$ cat config.mk
export PLATFORM = sky130hd
export DESIGN_NAME = sram_bus_arbiter
export DESIGN_NICKNAME = d
export VERILOG_FILES = /design/src/rtl/sram_bus_arbiter.sv
export SDC_FILE = /design/constraint.sdc
export NUM_CORES = 1
export LEC_CHECK = 0
export BUFFER_PORTS_ARGS = -buffer_cell sky130_fd_sc_hd__buf_2
export CAP_MARGIN = 5
export CORE_MARGIN = 2
export CORE_UTILIZATION = 35
export DETAILED_ROUTE_END_ITERATION = 10
export MAX_ROUTING_LAYER = met4
export PLACE_DENSITY = 0.66
export SLEW_MARGIN = 20
export SYNTH_ARGS = -nofsm -noshare
export SYNTH_HDL_FRONTEND = slang
export SYNTH_SLANG_ARGS = --single-unit
$ cat constraint.sdc
create_clock -name clk -period 2 [get_ports clk]
set_input_delay 0.4 -clock clk [delete_from_list [all_inputs] [get_ports clk]]
set_output_delay 0.4 -clock clk [all_outputs]
set_load 0.01 [all_outputs]
$ cat src/rtl/sram_bus_arbiter.sv
// Arbitrates the shared single-port SRAM between instruction fetch and the MEM stage.
// MEM wins simultaneous requests; each access holds chip-enable for WAIT_CYCLES cycles, then acks.
module sram_bus_arbiter #(
    parameter int unsigned ADDR_W      = 32,
    parameter int unsigned DATA_W      = 32,
    parameter int unsigned WAIT_CYCLES = 2
) (
    input  logic              clk,
    input  logic              rst,
    input  logic              if_req_i,
    input  logic [ADDR_W-1:0] if_addr_i,
    output logic [DATA_W-1:0] if_data_o,
    output logic              if_ack_o,
    input  logic              mem_req_i,
    input  logic              mem_we_i,
    input  logic [3:0]        mem_sel_i,
    input  logic [ADDR_W-1:0] mem_addr_i,
    input  logic [DATA_W-1:0] mem_wdata_i,
    output logic [DATA_W-1:0] mem_rdata_o,
    output logic              mem_ack_o,
    output logic              sram_ce_o,
    output logic              sram_we_o,
    output logic [3:0]        sram_sel_o,
    output logic [ADDR_W-3:0] sram_addr_o,
    output logic [DATA_W-1:0] sram_wdata_o,
    input  logic [DATA_W-1:0] sram_rdata_i,
    output logic [5:0]        stall_o
);

    localparam int unsigned CntW = (WAIT_CYCLES > 1) ? $clog2(WAIT_CYCLES) : 1;
    localparam logic [CntW-1:0] CntLoad = CntW'(WAIT_CYCLES - 1);

    typedef enum logic [1:0] {StIdle, StAccIf, StAccMem, StResp} state_e;

    state_e            state_q, state_d;
    logic [CntW-1:0]   cnt_q, cnt_d;
    logic              ce_q, ce_d;
    logic              we_q, we_d;
    logic [3:0]        sel_q, sel_d;
    logic [ADDR_W-3:0] addr_q, addr_d;
    logic [DATA_W-1:0] wdata_q, wdata_d;
    logic [DATA_W-1:0] if_data_q, if_data_d;
    logic              if_ack_q, if_ack_d;
    logic [DATA_W-1:0] mem_rdata_q, mem_rdata_d;
    logic              mem_ack_q, mem_ack_d;

    logic unused_addr_bits;
    assign unused_addr_bits = ^{if_addr_i[1:0], mem_addr_i[1:0]};

    always_comb begin
        state_d     = state_q;
        cnt_d       = cnt_q;
        ce_d        = ce_q;
        we_d        = we_q;
        sel_d       = sel_q;
        addr_d      = addr_q;
        wdata_d     = wdata_q;
        if_data_d   = if_data_q;
        mem_rdata_d = mem_rdata_q;
        if_ack_d    = 1'b0;
        mem_ack_d   = 1'b0;
        unique case (state_q)
            StIdle: begin
                if (mem_req_i) begin
                    state_d = StAccMem;
                    cnt_d   = CntLoad;
                    ce_d    = 1'b1;
                    we_d    = mem_we_i;
                    sel_d   = mem_sel_i;
                    addr_d  = mem_addr_i[ADDR_W-1:2];
                    wdata_d = mem_wdata_i;
                end else if (if_req_i) begin
                    state_d = StAccIf;
                    cnt_d   = CntLoad;
                    ce_d    = 1'b1;
                    we_d    = 1'b0;
                    sel_d   = 4'hF;
                    addr_d  = if_addr_i[ADDR_W-1:2];
                end
            end
            StAccIf, StAccMem: begin
                if (cnt_q == '0) begin
                    state_d = StResp;
                    ce_d    = 1'b0;
                    we_d    = 1'b0;
                    if (state_q == StAccIf) begin
                        if_data_d = sram_rdata_i;
                        if_ack_d  = 1'b1;
                    end else begin
                        mem_ack_d = 1'b1;
                        // Store acks leave the load-data register untouched.
                        if (!we_q) begin
                            mem_rdata_d = sram_rdata_i;
                        end
                    end
                end else begin
                    cnt_d = cnt_q - CntW'(1);
                end
            end
            StResp: state_d = StIdle;
            default: state_d = StIdle;
        endcase
    end

    always_ff @(posedge clk) begin
        if (rst) begin
            state_q     <= StIdle;
            cnt_q       <= '0;
            ce_q        <= 1'b0;
            we_q        <= 1'b0;
            sel_q       <= '0;
            addr_q      <= '0;
            wdata_q     <= '0;
            if_data_q   <= '0;
            if_ack_q    <= 1'b0;
            mem_rdata_q <= '0;
            mem_ack_q   <= 1'b0;
        end else begin
            state_q     <= state_d;
            cnt_q       <= cnt_d;
            ce_q        <= ce_d;
            we_q        <= we_d;
            sel_q       <= sel_d;
            addr_q      <= addr_d;
            wdata_q     <= wdata_d;
            if_data_q   <= if_data_d;
            if_ack_q    <= if_ack_d;
            mem_rdata_q <= mem_rdata_d;
            mem_ack_q   <= mem_ack_d;
        end
    end

    // Stall is released during reset so the pipeline is not frozen by stale requests.
    always_comb begin
        stall_o = 6'b000000;
        if (!rst) begin
            if (mem_req_i && !mem_ack_q) begin
                stall_o = 6'b011111;
            end else if (if_req_i && !if_ack_q) begin
                stall_o = 6'b000011;
            end
        end
    end

    assign sram_ce_o    = ce_q;
    assign sram_we_o    = we_q;
    assign sram_sel_o   = sel_q;
    assign sram_addr_o  = addr_q;
    assign sram_wdata_o = wdata_q;
    assign if_data_o    = if_data_q;
    assign if_ack_o     = if_ack_q;
    assign mem_rdata_o  = mem_rdata_q;
    assign mem_ack_o    = mem_ack_q;

endmodule

* Word level (Yosys, flattened, before mapping)
Index checks and enable logic that the tools add are counted.
Cells by class: $add $sub $neg 1, div/mod/pow operators 0, eq/ne operators 5, multipliers 0, order comparisons 0, shift operators 0, bitwise logic cells 4, reductions and logical operators 16, multiplexer cells 22
Operators by type and width (count):
- two-way mux 30 bit | 2
- two-way mux 5 bit | 2
- two-way mux 1 bit | 8
- two-way mux 2 bit | 4
- two-way mux 4 bit | 2
- AND reduction 2 bit | 4
- case mux 1 bit (2 select lines) | 3
- case mux 2 bit (3 select lines) | 1
- AND reduction 3 bit | 2
- == test 2 bit, second input constant | 2
- inverter 1 bit | 4
- AND reduction 4 bit | 1
- nonzero test 2 bit | 2
- != test 3 bit, second input constant | 1
- OR reduction 3 bit | 1
- == test 2 x 1 -> 1 bit, second input constant | 1
- logical AND 1 bit | 2
- zero test 1 bit | 2
- zero test 2 bit | 1
- != test 2 bit, second input constant | 1
- OR reduction 2 bit | 1
- subtractor 1 bit, second input constant | 1
Word-level totals: memories kept 0, word-level logic and storage cells 59, bits in writable memories 0, bits in registers 137, input port bits 137, latch bits 0, memory bits (read-only) 0

* Logic depth before layout (Yosys ltp)
Gate-level depths: netlist (run 1).
word-level depth 5, mapped depth 7

* Least setup slack after synthesis (run 1)
Ideal clock, no wire load.
path type input to output, from in mem_req_i, to out stall_o[1], path buffers 2, path slack 0.203 ns, required time 1.600 ns, stages on the path 4, arrival 1.397 ns, path through buf_2 > nor3b_1 > or2_2 > buf_4
On the way: cells in the longest elaborated chain, start to end 3
Ends and longest elaborated chain:
- start: declaration | line 14 | input logic mem_req_i,
- logical AND 1 bit | line 137 | if (mem_req_i && !mem_ack_q) begin
- two-way mux 5 bit | line 137
- two-way mux 5 bit | line 136 | if (!rst) begin
- end: declaration | line 27 | output logic [5:0] stall_o
No other way between the ends.

* Worst setup path after layout (run 1)
from reg state_q[0], to reg mem_rdata_q[8], in the netlist mem_rdata_o[8]
On the way: cells in the longest elaborated chain, start to end 3
Ends and longest elaborated chain:
- start: declaration | line 35 | state_e state_q, state_d;
- start signal: assignment | line 107 | state_q <= StIdle;
- start signal: assignment | line 119 | state_q <= state_d;
- == test 2 x 1 -> 1 bit / == test 2 bit (equally long branches) | line 62, 86
- OR reduction 2 bit / inverter 1 bit (equally long branches)
- AND reduction 4 bit (no source line) *
- end signal: assignment | line 128 | mem_rdata_q <= mem_rdata_d;
- end: declaration | line 44 | logic [DATA_W-1:0] mem_rdata_q, mem_rdata_d;
Mark *: on every way between the ends. The rest lies on a longest branch, timed or not. A chain may end at the register's enable or synchronous reset.

==> results of run 1 <==
## flip-flops by register name, indices dropped and copies added (netlist names)
signal / cells
mem_rdata_o: 32
mem_ack_o: 1
sram_wdata_o: 32
cnt_q: 1
sram_sel_o: 4
sram_ce_o: 1
if_ack_o: 1
sram_we_o: 1
if_data_o: 32
sram_addr_o: 30
state_q: 2
## worst paths after layout
check	from	to	slack, ps	cells past startpoint
setup / recovery	state_q[0]	mem_rdata_o[8]	160	6
setup reg to reg	state_q[0]	mem_rdata_o[8]	160	6
hold / removal	mem_wdata_i[30]	sram_wdata_o[30]	210	3
hold reg to reg	sram_wdata_o[26]	sram_wdata_o[26]	450	2
## cell usage in the layout, fill, tap and decap left out, types with 2 or more instances in the layout
| cell | count |
|---|---|
| nor2_1 | 41 |
| buf_4 | 7 |
| nand2b_1 | 4 |
| and2_1 | 2 |
| nor3b_1 | 3 |
| nor3_1 | 5 |
| dfxtp_1 | 137 |
| buf_2 | 270 |
| clkbuf_16 | 17 |
| o31ai_1 | 2 |
| buf_12 | 5 |
| a21oi_1 | 101 |
| inv_1 | 3 |
| a211oi_1 | 30 |
| clkinv_4 | 2 |
| mux2i_1 | 30 |
| a311oi_1 | 2 |
| nand2_1 | 196 |
| inv_6 | 7 |
| bufinv_16 | 3 |
| ha_1 | 3 |
## cell type report
cell class	count	area (µm²)	share of cell area
clock buffer	18	439.2	0.06016
clock inverter	14	181.4	0.02485
inverter	3	11.26	0.001543
multi-input combinational	430	2191	0.3001
sequential	137	2743	0.3757
tap	184	230.2	0.03154
timing repair buffer	282	1504	0.2060
## critical path: stages, from the launching register on
cell	delay, ps
dfxtp_1	380
inv_1	110
ha_4	310
or4b_1	490
buf_12	200
nand2_1	100
a21oi_1	70
## power by group through the flow
stage,registers (W),logic [W],clock network (W)
finish,0.00392,0.00369,0.00328
floorplan,0.00435,0.00186,0
CTS,0.00393,0.00371,0.00335
detailed placement,0.00398,0.00370,0
global placement,0.00395,0.00368,0
global route,0.00402,0.00412,0.00348
## timing repair
item,4_1_cts,5_1_grt
gates resized for setup,0,2
setup endpoints to repair,0,15
hold endpoints to repair,0,0
buffers inserted,0,0
## cells by family (layout without fill, tap and decap cells)
logic type               after synthesis  count (layout)  share of synthesized area
other                                  1               1                  0.0007227
multiplexers                          30              30                    0.05787
AND/OR/NAND/NOR                      258             258                     0.2014
AO/OA/AOI/OAI                        137             137                     0.1495
adder cells (fa/ha/maj)                4               4                   0.009646
buffers and inverters                 55             317                    0.05233
flip-flops                           137             137                     0.5286
## metrics by stage
| step | total power (W) | area, µm² | setup WS [ps] |
|---|---|---|---|
| final | 0.01089 | 7300 | 156.6 |
| after global routing | 0.01163 | 7300 | 59.84 |
| after CTS | 0.01099 | 7287 | 86.56 |
| after detailed placement | 0.007680 | 6666 | 130.0 |
| after global placement | 0.007637 | 6666 | 152.8 |
| after floorplan | 0.006204 | 5189 | 202.9 |
## metal layers
metal	up-vias	part of all wire	wire length, µm
li1	2562	-	-
met1	2183	0.44	6193
met2	207	0.47	6622
met3	20	0.074	1057
met4	0	0.023	323
met5	-	0	0
==> impl_metrics.toml, run 1 <==
[synth]
syn_inst = 622
syn_area_um2 = 5189
syn_area_per_cell_um2 = 8.342
synth-seq-cells = 137
yosysMostFrequentCell = "nand2_1"
synth_ff_type = "dfxtp_1"
synth_edf_count = 0
synthArstFlopShare = 0
synthTopCellsByCount = "nand2_1, dfxtp_1, a21oi_1"
synth-seq-area-share = 0.5286
yosys_warnings = 0
synthTopCellsByArea = "dfxtp_1, nand2_1, a21oi_1, mux2i_1, a211oi_1"
synth.top_cell.area_share = 0.5286
synth_area_leader_cell = "dfxtp_1"
synth.distinct_cells = 29
syn-num-nets = 763

[pwr]
p_per_area_nw_per_um2 = 1493
clockPowerShare = 0.301
internal_power_w = 0.007065
p_seq_frac = 0.360
swShare = 0.3515
ir_drop_mv = 0.7508
combPwrFrac = 0.339
power.net_switching_w = 0.003830
p_leak_nw = 3.468

[outcome]
status = "complete, no violations"

[cts]
cts_sinks = 137
clk_latency_ps = 420
htree_levels = 4
clk_path_buf_depth = 2
hold_buffers = 0
cts_tree = "yes"
clkSlewWorstSetupHoldPaths_ps = 60
cts_buffers = 17
clock-root-buffer = "clkbuf_16"

[sta]
final.min_clock_period_ps = 1843
hold_violations = 0
tns_ps = 0
drv_slew = 0
clock.fmax_ghz = 0.5425
tightest_slew_ps = 827.2
rsz0062_at_grt = "no"
setup_viol_count_final = 0
relSlewSlack = 0.4485
whs_ps = 212.2
fin_crit_sh = 0.9217
fin_skew_ps = 8.429

[final_layout]
fin_util = 0.5022
fin_cells = 1068
layout.nets = 1012
drive_gt1_frac = 0.3620
diodes = 0
nFillCells = 1427
area_growth_pct = 40.68

[floorplan]
die_area_um2 = 15810
dieHeight_um = 125.8
initial_core_util = 0.3570
core-area_um2 = 14530
row_count = 44
die_w_um = 125.8
io_pins = 277

[route]
vias = 4972
drt_wl_total_mm = 14.20
route.detailed.drc = 0
drt_iter0_drc = 224
drt-pass1-iter-count = 4
vias_per_cell = 4.655
wire_per_inst_um = 13.29
ant_nets = 0

[global_routing]
use_met1 = 0.2143
antenna_found_initial = 0
top_usage_layer = "met2"
grtUsageMet2 = 0.2913
first_global_vias = 4715
grt_usage = 0.1813
grt_max_degree = 79
grt_use_met3 = 0.05395
grt_pass1_wl_mm = 22.54
overflow = 0

[placement]
dp.cells = 1036
gp_congestion = 0.7936
io_buffer_count = 271
place_hpwl_mm = 9.839

[critical_path]
critPathLaunchType = "flop"
cp.arrival_ps = 2100
critical_path_required_ps = 2250
end_kind = "flop"
crit_path_max_fanout = 32
worst-setup-path-type = "reg2reg"

[worst_hold_path]
hold_class = "in2reg"

[run]
cap_violations = 0
(Power assumes the default switching activity.)
==> inputs of run 2 (changes only) <==
==> constraint.sdc (replaced) <==
create_clock -name clk -period 2 [get_ports clk]
set_input_delay 0 -clock clk [delete_from_list [all_inputs] [get_ports clk]]
set_output_delay 0 -clock clk [all_outputs]
set_load 0.01 [all_outputs]
==> impl_metrics.toml, run 2 (synthesis gave the netlist of run 1 again) <==
[route]
vias_per_cell = 4.703
drt_iter0_drc = 289
ant_nets = 0
drt-pass1-iter-count = 4
wire_per_inst_um = 14.02
route.detailed.drc = 0
vias = 5634
drt_wl_total_mm = 16.80

[global_routing]
antenna_found_initial = 0
grtUsageMet2 = 0.3679
top_usage_layer = "met2"
grt_pass1_wl_mm = 26.90
first_global_vias = 5644
overflow = 0
grt_usage = 0.2157
grt_use_met3 = 0.05395
grt_max_degree = 73
use_met1 = 0.2404

[final_layout]
nFillCells = 1206
diodes = 0
seq_area_um2 = 2743
area_growth_pct = 66.55
multi_input_area_um2 = 2178
final_cell_area_um2 = 8642
layout.nets = 1143
drive_gt1_frac = 0.3136
fin_util = 0.5946
final_cell_mix = "buf_2, nand2_1, dfxtp_1"
final_common_cell = "buf_2"

[sta]
fin_crit_sh = 0.9388
rsz0062_at_grt = "no"
fin_skew_ps = 6.119
tns_ps = 0
setup_viol_count_final = 0
hold_violations = 0
drv_slew = 0
clock.fmax_ghz = 0.5326
whs_ps = 32.56
final.min_clock_period_ps = 1878

[critical_path]
critical_path_required_ps = 2280
cp.arrival_ps = 2160
end_kind = "flop"
worst-setup-path-type = "reg2reg"
crit_path_max_fanout = 32
timing.rr.start = "state_q[0]"
startpoint = "state_q[0]"
critPathLaunchType = "flop"

[outcome]
status = "complete, no violations"

[pwr]
clockPowerShare = 0.312
p_leak_nw = 4.034
combPwrFrac = 0.343
p_per_area_nw_per_um2 = 1319
power.net_switching_w = 0.003894
p_seq_frac = 0.345
ir_drop_mv = 0.5869
internal_power_w = 0.007506
swShare = 0.3416

[placement]
io_buffer_count = 271
postPlaceCellArea_um2 = 6654
gp_congestion = 0.8200
place_hpwl_mm = 10.01

[floorplan]
io_pins = 277
initial_core_util = 0.3570
core-area_um2 = 14530
dieHeight_um = 125.8
row_count = 44
die_w_um = 125.8
die_area_um2 = 15810

[worst_hold_path]
hold_class = "in2reg"
holdCritStartpoint = "mem_addr_i[29]"

[cts]
clk_path_buf_depth = 2
cts_sinks = 137
clock-root-buffer = "clkbuf_16"
cts_buffers = 17
clkSlewWorstSetupHoldPaths_ps = 60
cts_tree = "yes"
clk_latency_ps = 410
htree_levels = 4
cts_setup_buffers = 0

[run]
cap_violations = 0
==> run 2: cell count changes in the layout (fill, tap and decap cells not counted), moves of 2 or more <==
cell           change
dlygate4sd3_1    +131
inv_6              -4
bufinv_16          +3
buf_6              +2
==> run 2: what timing repair did <==
item | CTS | global route
setup endpoints to repair | 0 | 1
hold buffers | 131 | 0
resized for setup | 0 | 2
endpoints found under the hold margin | 132 | 0
==> run 2: final timing paths <==
kind | to | slack, ps | cells past startpoint
worst max-delay path | mem_rdata_o[6] | 120 | 6
worst min-delay path | sram_addr_o[27] | 30 | 3
worst max register to register | mem_rdata_o[6] | 120 | 6
worst min register to register | if_data_o[31] | 450 | 2
==> run 2: power by group through the flow <==
stage          clock network [W]  logic (W)  registers [W]
2_1_floorplan                  0    0.00186        0.00435
3_3_place_gp                   0    0.00363        0.00396
3_5_place_dp                   0    0.00367        0.00397
4_1_cts                  0.00363    0.00390        0.00392
5_1_grt                  0.00375    0.00431        0.00403
6_report                 0.00355    0.00391        0.00393
==> run 2: layer usage <==
metal,vias to the layer above,share of wire
met2,219,0.49
met5,-,0
met4,0,0.026
met3,33,0.060
met1,2549,0.42
li1,2833,-
==> run 2: worst max-delay path, stage by stage (launching register included) <==
cell     delay, ps
dfxtp_1        380
inv_1           80
ha_1           410
or4b_1         510
buf_12         200
nand2_1         90
a21oi_1         70
==> run 2: cell type report <==
cell class / instances / area share
well taps: 184 / 0.02664
repair buffers: 413 / 0.3252
clock buffers: 17 / 0.04923
flip-flops and latches: 137 / 0.3174
multi-input cells: 430 / 0.2521
clock inverters: 14 / 0.02823
inverters: 3 / 0.001303
==> run 2: per-stage QoR <==
stage                     setup slack, ps  power, W  cells
final                               122.5   0.01140   1198
after global placement              171.5  0.007586   1036
after floorplan                     257.3  0.006204    622
after detailed placement            123.5  0.007636   1036
after global routing                7.397   0.01210   1198
after CTS                           102.7   0.01145   1198
